### config.mk
export PLATFORM = sky130hd
export DESIGN_NAME = sort_seq_ctrl
export DESIGN_NICKNAME = d
export VERILOG_FILES = /design/src/rtl/sort_seq_ctrl.sv
export SDC_FILE = /design/constraint.sdc
export NUM_CORES = 1
export LEC_CHECK = 0
export ABC_AREA = 1
export BUFFER_PORTS_ARGS = -buffer_cell sky130_fd_sc_hd__clkbuf_2
export CAP_MARGIN = 20
export CORE_MARGIN = 4
export CORE_UTILIZATION = 35
export CTS_BUF_LIST = sky130_fd_sc_hd__clkbuf_4 sky130_fd_sc_hd__clkbuf_8
export DETAILED_ROUTE_END_ITERATION = 12
export HOLD_SLACK_MARGIN = 0.1
export RECOVER_POWER = 25
export SETUP_SLACK_MARGIN = 0.05
export SLEW_MARGIN = 10
export SYNTH_ARGS = -nofsm -noshare
export SYNTH_HDL_FRONTEND = slang
export SYNTH_SLANG_ARGS = --single-unit
export TNS_END_PERCENT = 50
### constraint.sdc
create_clock -name clk -period 5.1 [get_ports clk]
set_input_delay 0.51 -clock clk [delete_from_list [all_inputs] [get_ports clk]]
set_output_delay 0.51 -clock clk [all_outputs]
set_load 0.01 [all_outputs]
### src/rtl/sort_seq_ctrl.sv
// rtl/sort_seq_ctrl.sv - bubble-sort sequencer sharing one sort2 compare-and-swap unit
//
// Loads N words, sorts them ascending with one adjacent compare-swap per clock,
// then streams them out smallest first.
// Optional feature macro: SORT_EARLY_EXIT_EN (leave SORT after a pass with no swaps).
//
// Ports:
//   clk, reset_n                    clock (rising edge), async active-low reset
//   in_valid, in_data, in_ready     word input stream
//   out_valid, out_data, out_ready  sorted word output stream
//   busy                            high while sorting
//   sort_done                       one-cycle pulse on the first OUT cycle
//   swap_cnt                        swaps in the last/current sort, saturating

module sort2 #(
    parameter int W = 4
) (
    input  logic [W-1:0] in0,
    input  logic [W-1:0] in1,
    output logic [W-1:0] out0,
    output logic [W-1:0] out1,
    output logic         swapped
);
    // Strict compare: equal words stay in place and are not counted.
    assign swapped = (in0 > in1);
    assign out0    = swapped ? in1 : in0;
    assign out1    = swapped ? in0 : in1;
endmodule

module sort_seq_ctrl #(
    parameter int N  = 4,
    parameter int W  = 4,
    parameter int CW = 8
) (
    input  logic          clk,
    input  logic          reset_n,
    input  logic          in_valid,
    input  logic [W-1:0]  in_data,
    output logic          in_ready,
    output logic          out_valid,
    output logic [W-1:0]  out_data,
    input  logic          out_ready,
    output logic          busy,
    output logic          sort_done,
    output logic [CW-1:0] swap_cnt
);
    localparam int PW = (N > 2) ? $clog2(N) : 1;
    localparam logic [PW-1:0] LAST_PTR  = PW'(N - 1);
    localparam logic [PW-1:0] LAST_PASS = PW'(N - 2);

    typedef enum logic [1:0] {
        ST_LOAD = 2'd0,
        ST_SORT = 2'd1,
        ST_OUT  = 2'd2
    } state_e;

    state_e         state_q, state_d;
    logic [W-1:0]   mem_q [N];
    logic [W-1:0]   mem_d [N];
    logic [PW-1:0]  wr_ptr_q, wr_ptr_d;
    logic [PW-1:0]  rd_ptr_q, rd_ptr_d;
    logic [PW-1:0]  pass_q, pass_d;
    logic [PW-1:0]  idx_q, idx_d;
    logic [CW-1:0]  swap_cnt_q, swap_cnt_d;
    logic           sort_done_q, sort_done_d;
`ifdef SORT_EARLY_EXIT_EN
    logic           pass_swapped_q, pass_swapped_d;
`endif

    logic [PW-1:0]  idx_nx;
    logic [W-1:0]   s_out0, s_out1;
    logic           s_swap;
    logic           pass_end;

    assign idx_nx = idx_q + 1'b1;
    // Pass p compares positions 0..N-2-p; the tail above that is already final.
    assign pass_end = (idx_q == (LAST_PASS - pass_q));

    sort2 #(.W(W)) u_sort2 (
        .in0     (mem_q[idx_q]),
        .in1     (mem_q[idx_nx]),
        .out0    (s_out0),
        .out1    (s_out1),
        .swapped (s_swap)
    );

    always_comb begin
        state_d     = state_q;
        mem_d       = mem_q;
        wr_ptr_d    = wr_ptr_q;
        rd_ptr_d    = rd_ptr_q;
        pass_d      = pass_q;
        idx_d       = idx_q;
        swap_cnt_d  = swap_cnt_q;
        sort_done_d = 1'b0;
`ifdef SORT_EARLY_EXIT_EN
        pass_swapped_d = pass_swapped_q;
`endif
        unique case (state_q)
            ST_LOAD: begin
                if (in_valid) begin
                    mem_d[wr_ptr_q] = in_data;
                    if (wr_ptr_q == LAST_PTR) begin
                        wr_ptr_d   = '0;
                        pass_d     = '0;
                        idx_d      = '0;
                        swap_cnt_d = '0;
                        state_d    = ST_SORT;
`ifdef SORT_EARLY_EXIT_EN
                        pass_swapped_d = 1'b0;
`endif
                    end else begin
                        wr_ptr_d = wr_ptr_q + 1'b1;
                    end
                end
            end
            ST_SORT: begin
                mem_d[idx_q]  = s_out0;
                mem_d[idx_nx] = s_out1;
                if (s_swap && (swap_cnt_q != {CW{1'b1}})) begin
                    swap_cnt_d = swap_cnt_q + 1'b1;
                end
                if (pass_end) begin
                    idx_d  = '0;
                    pass_d = pass_q + 1'b1;
                    if (pass_q == LAST_PASS) begin
                        state_d     = ST_OUT;
                        sort_done_d = 1'b1;
                    end
`ifdef SORT_EARLY_EXIT_EN
                    // A clean pass means the whole frame is already in order.
                    else if (!(pass_swapped_q || s_swap)) begin
                        state_d     = ST_OUT;
                        sort_done_d = 1'b1;
                    end
                    pass_swapped_d = 1'b0;
`endif
                end else begin
                    idx_d = idx_nx;
`ifdef SORT_EARLY_EXIT_EN
                    pass_swapped_d = pass_swapped_q | s_swap;
`endif
                end
            end
            ST_OUT: begin
                if (out_ready) begin
                    if (rd_ptr_q == LAST_PTR) begin
                        rd_ptr_d = '0;
                        state_d  = ST_LOAD;
                    end else begin
                        rd_ptr_d = rd_ptr_q + 1'b1;
                    end
                end
            end
            default: state_d = ST_LOAD;
        endcase
    end

    always_ff @(posedge clk or negedge reset_n) begin
        if (!reset_n) begin
            state_q     <= ST_LOAD;
            wr_ptr_q    <= '0;
            rd_ptr_q    <= '0;
            pass_q      <= '0;
            idx_q       <= '0;
            swap_cnt_q  <= '0;
            sort_done_q <= 1'b0;
            for (int i = 0; i < N; i++) begin
                mem_q[i] <= '0;
            end
`ifdef SORT_EARLY_EXIT_EN
            pass_swapped_q <= 1'b0;
`endif
        end else begin
            state_q     <= state_d;
            wr_ptr_q    <= wr_ptr_d;
            rd_ptr_q    <= rd_ptr_d;
            pass_q      <= pass_d;
            idx_q       <= idx_d;
            swap_cnt_q  <= swap_cnt_d;
            sort_done_q <= sort_done_d;
            for (int i = 0; i < N; i++) begin
                mem_q[i] <= mem_d[i];
            end
`ifdef SORT_EARLY_EXIT_EN
            pass_swapped_q <= pass_swapped_d;
`endif
        end
    end

    assign in_ready  = (state_q == ST_LOAD);
    assign out_valid = (state_q == ST_OUT);
    assign busy      = (state_q == ST_SORT);
    assign sort_done = sort_done_q;
    assign swap_cnt  = swap_cnt_q;
    assign out_data  = (state_q == ST_OUT) ? mem_q[rd_ptr_q] : '0;

endmodule

==> flow_summary_export.csv <==
group,metric,value,unit
run_status,outcome,"finished, violations left",
run_status,violations,"max-capacitance violations, max-slew violations",
critical_path,max_stage_delay,0.82,ns
critical_path,critPathSlowestCell,"dfrtp_1",
final_layout,nFillCells,850,
clocking,cts_tree,"yes",
timing,final_min_period_over_clock_period,0.620,
yosys,yosys.area.top_type,"dfrtp_1",
clocking,cts_buffers,5,
yosys,synth-async-reset-ratio,1.00,
global_route,grt_pass1_wl,13.6,mm
critical_path,crit_path_frequent_cell,"nand2_1",
timing,hold_violations,0,
yosys,ys_seq_area_frac,0.306,
final_layout,fin_nets,463,
global_route,grt_pass1_vias,2742,
route,wire_per_inst,15.2,µm
placed_design,port_buffers,23,
yosys,syn_nets,442,
floorplanning,dieArea,9690,µm²
yosys,synth_compound_area_frac,0.109,
global_route,antenna_found_initial,0,
timing,slew_violations,36,
global_route,track_usage,0.172,
global_route,grt_max_degree,50,
route,ant_nets,0,
clocking,post_cts_buffers,0,
yosys,yosysTopAreaCellShare,0.306,
clocking,hold_buffers,0,
yosys,yosys_warnings,0,
floorplanning,io_pins,24,
yosys,synthSimpleGateAreaFrac,0.427,
timing,clock_skew,0.00808,ns
yosys,synthXorXnorAreaFrac,0.0153,
yosys,synthTopCellsByCount,"nand2_1 (114), nand3_1 (78), nor2_1 (50), dfrtp_1 (35), inv_1 (28)",
yosys,ys_seq_elements,35,
placed_design,hpwl,6.02,mm
floorplanning,row_count,32,
final_layout,antenna-diode-count,0,
timing,relSlewSlack,-0.337,
route,vias,2872,
yosys,muxShareOfSynthArea,0,
yosys,netlist_area,2860,µm²
critical_path,worstSetupStartpointType,"register",
floorplanning,fp.dieW,98.4,µm
route,initialDrtViolationCount,254,
critical_path,worstPathArrival,3.35,ns
clocking,clockBufferDepth,2,
global_route,grt.overflow.total,0,
timing,tns,0,ns
flow_run,drv_cap,1,
floorplanning,coreArea,7850,µm²
floorplanning,initial_core_util,0.365,
placed_design,place.gp.congestion,0.982,
yosys,synth_top_family_by_area,"simple AND/OR/NAND/NOR gates",
timing,setup_viol,0,
route,vias_per_cell,5.29,
yosys,ys_types,30,
route,post-route-drc-count,0,
clocking,cts-resized-gates,0,
final_layout,areaGrowthSynthToFinish,10.2,%
route,dr.pass1.iters,5,
critical_path,worstPathCellList,"inv_6, ha_1, inv_1, nand3_1, nand2_1, ha_1, nand2_1, inv_2, nand3_2, nand2_2, nand2_1, nand3_1, nand3_1, nand2_1, nand2_1",
floorplanning,die_h,98.4,µm
timing,holdWs,0.505,ns
final_layout,drive_above_1_share,0.159,
critical_path,cpLargestDelayFamily,"simple AND/OR/NAND/NOR gates",
clocking,htreeDepth,2,
yosys,yosysMostFrequentCell,"nand2_1",
critical_path,path_max_fanout,20,
yosys,synth_enable_flop_cells,0,
timing,max_clock_freq,316,MHz
yosys,ys.flop_type,"dfrtp_1",
yosys,syn_area_per_cell,6.83,µm²
critical_path,required,5.28,ns
clocking,root_buffer,"clkbuf_8",
min_path,hold_path.class,"in2reg",
critical_path,critPathBufInv,3,
yosys,yosys-top-cells-area,"dfrtp_1 (31%), nand2_1 (15%), nand3_1 (14%)",
clocking,clock_sinks,35,
clocking,clock_latency,0.29,ns
route,wl,8.24,mm
critical_path,cp-end-kind,"register",
timing,fin_crit,3.16,ns
yosys,synthAdderAreaFrac,0.0656,
timing,rsz0062_at_grt,"false",
critical_path,path_class,"reg2reg",
timing,timing_worst_slew_pin_value,2.01,ns
yosys,syn_inst,419,
clocking,path_clk_slew,0.08,ns
[per-layer routing]
metal | track usage | share of wire
met1 | 0.246 | 0.47
met2 | 0.260 | 0.44
met3 | 0.0276 | 0.059
met4 | 0.0662 | 0.026
met5 | 0 | 0
[sequential cells by signal, summed over array words and instances, names as in the netlist]
register	cells
rd_ptr_q	2
idx_q	2
mem_q	16
wr_ptr_q	2
swap_cnt	8
pass_q	2
sort_done	1
state_q	2
[stage by stage]
stage          setup slack (ns)  utilization  cells  area, µm²
3_3_place_gp               2.07        0.384    534       3010
6_report                   1.94        0.402    543       3150
5_1_grt                    1.66        0.402    543       3150
4_1_cts                    1.93        0.400    542       3140
3_5_place_dp               1.94        0.384    534       3010
2_1_floorplan              2.61            -    419       2860
[worst register-to-register path, delay by kind of cell, from the launching register on]
kind                     cells  cell delay [ns]
AND/OR/NAND/NOR             10             1.16
buffers and inverters        3             0.36
adder cells (fa/ha/maj)      2             0.71
flip-flops                   1             0.82
[placed cells by master, fill, tap and decap left out, types with 7 or more instances in the layout]
master      n
nor2_1     50
o21ai_0    15
clkbuf_2   22
dfrtp_1    35
a21oi_1    20
inv_1      28
nand2_1   114
ha_1       15
nand2_2    13
nand3_1    78
nand3_2     7
[worst paths after layout]
kind	from	end	slack, ns	cells past startpoint
setup / recovery	idx_q[0]	mem_q[2]	1.94	15
hold / removal	in_valid	state_q[0]	0.50	2
setup reg to reg	idx_q[0]	mem_q[2]	1.94	15
hold reg to reg	pass_q[1]	pass_q[1]	0.54	2
max in group asynchronous	reset_n	pass_q[1]	3.18	1
min in group asynchronous	reset_n	rd_ptr_q[0]	0.78	1
[layout make-up]
type	instances	area [µm²]	share of cell area
multi-input combinational	341	1770	0.560
clock buffer	6	82.6	0.0262
sequential	35	876	0.278
tap	102	128	0.0405
inverter	33	129	0.0409
timing repair buffer	24	134	0.0424
clock inverter	2	38.8	0.0123
[cell families (layout without fill, tap and decap cells)]
group | after synthesis | in the layout
flops | 35 | 35
buf+inv | 43 | 65
compound gates | 51 | 51
fa+ha+maj | 15 | 15
xor+xnor | 5 | 5
simple gates | 270 | 270
Power is left out: the tool's default activity adds up to more than one toggle a clock period on the data nets, which glitch-free logic cannot reach.
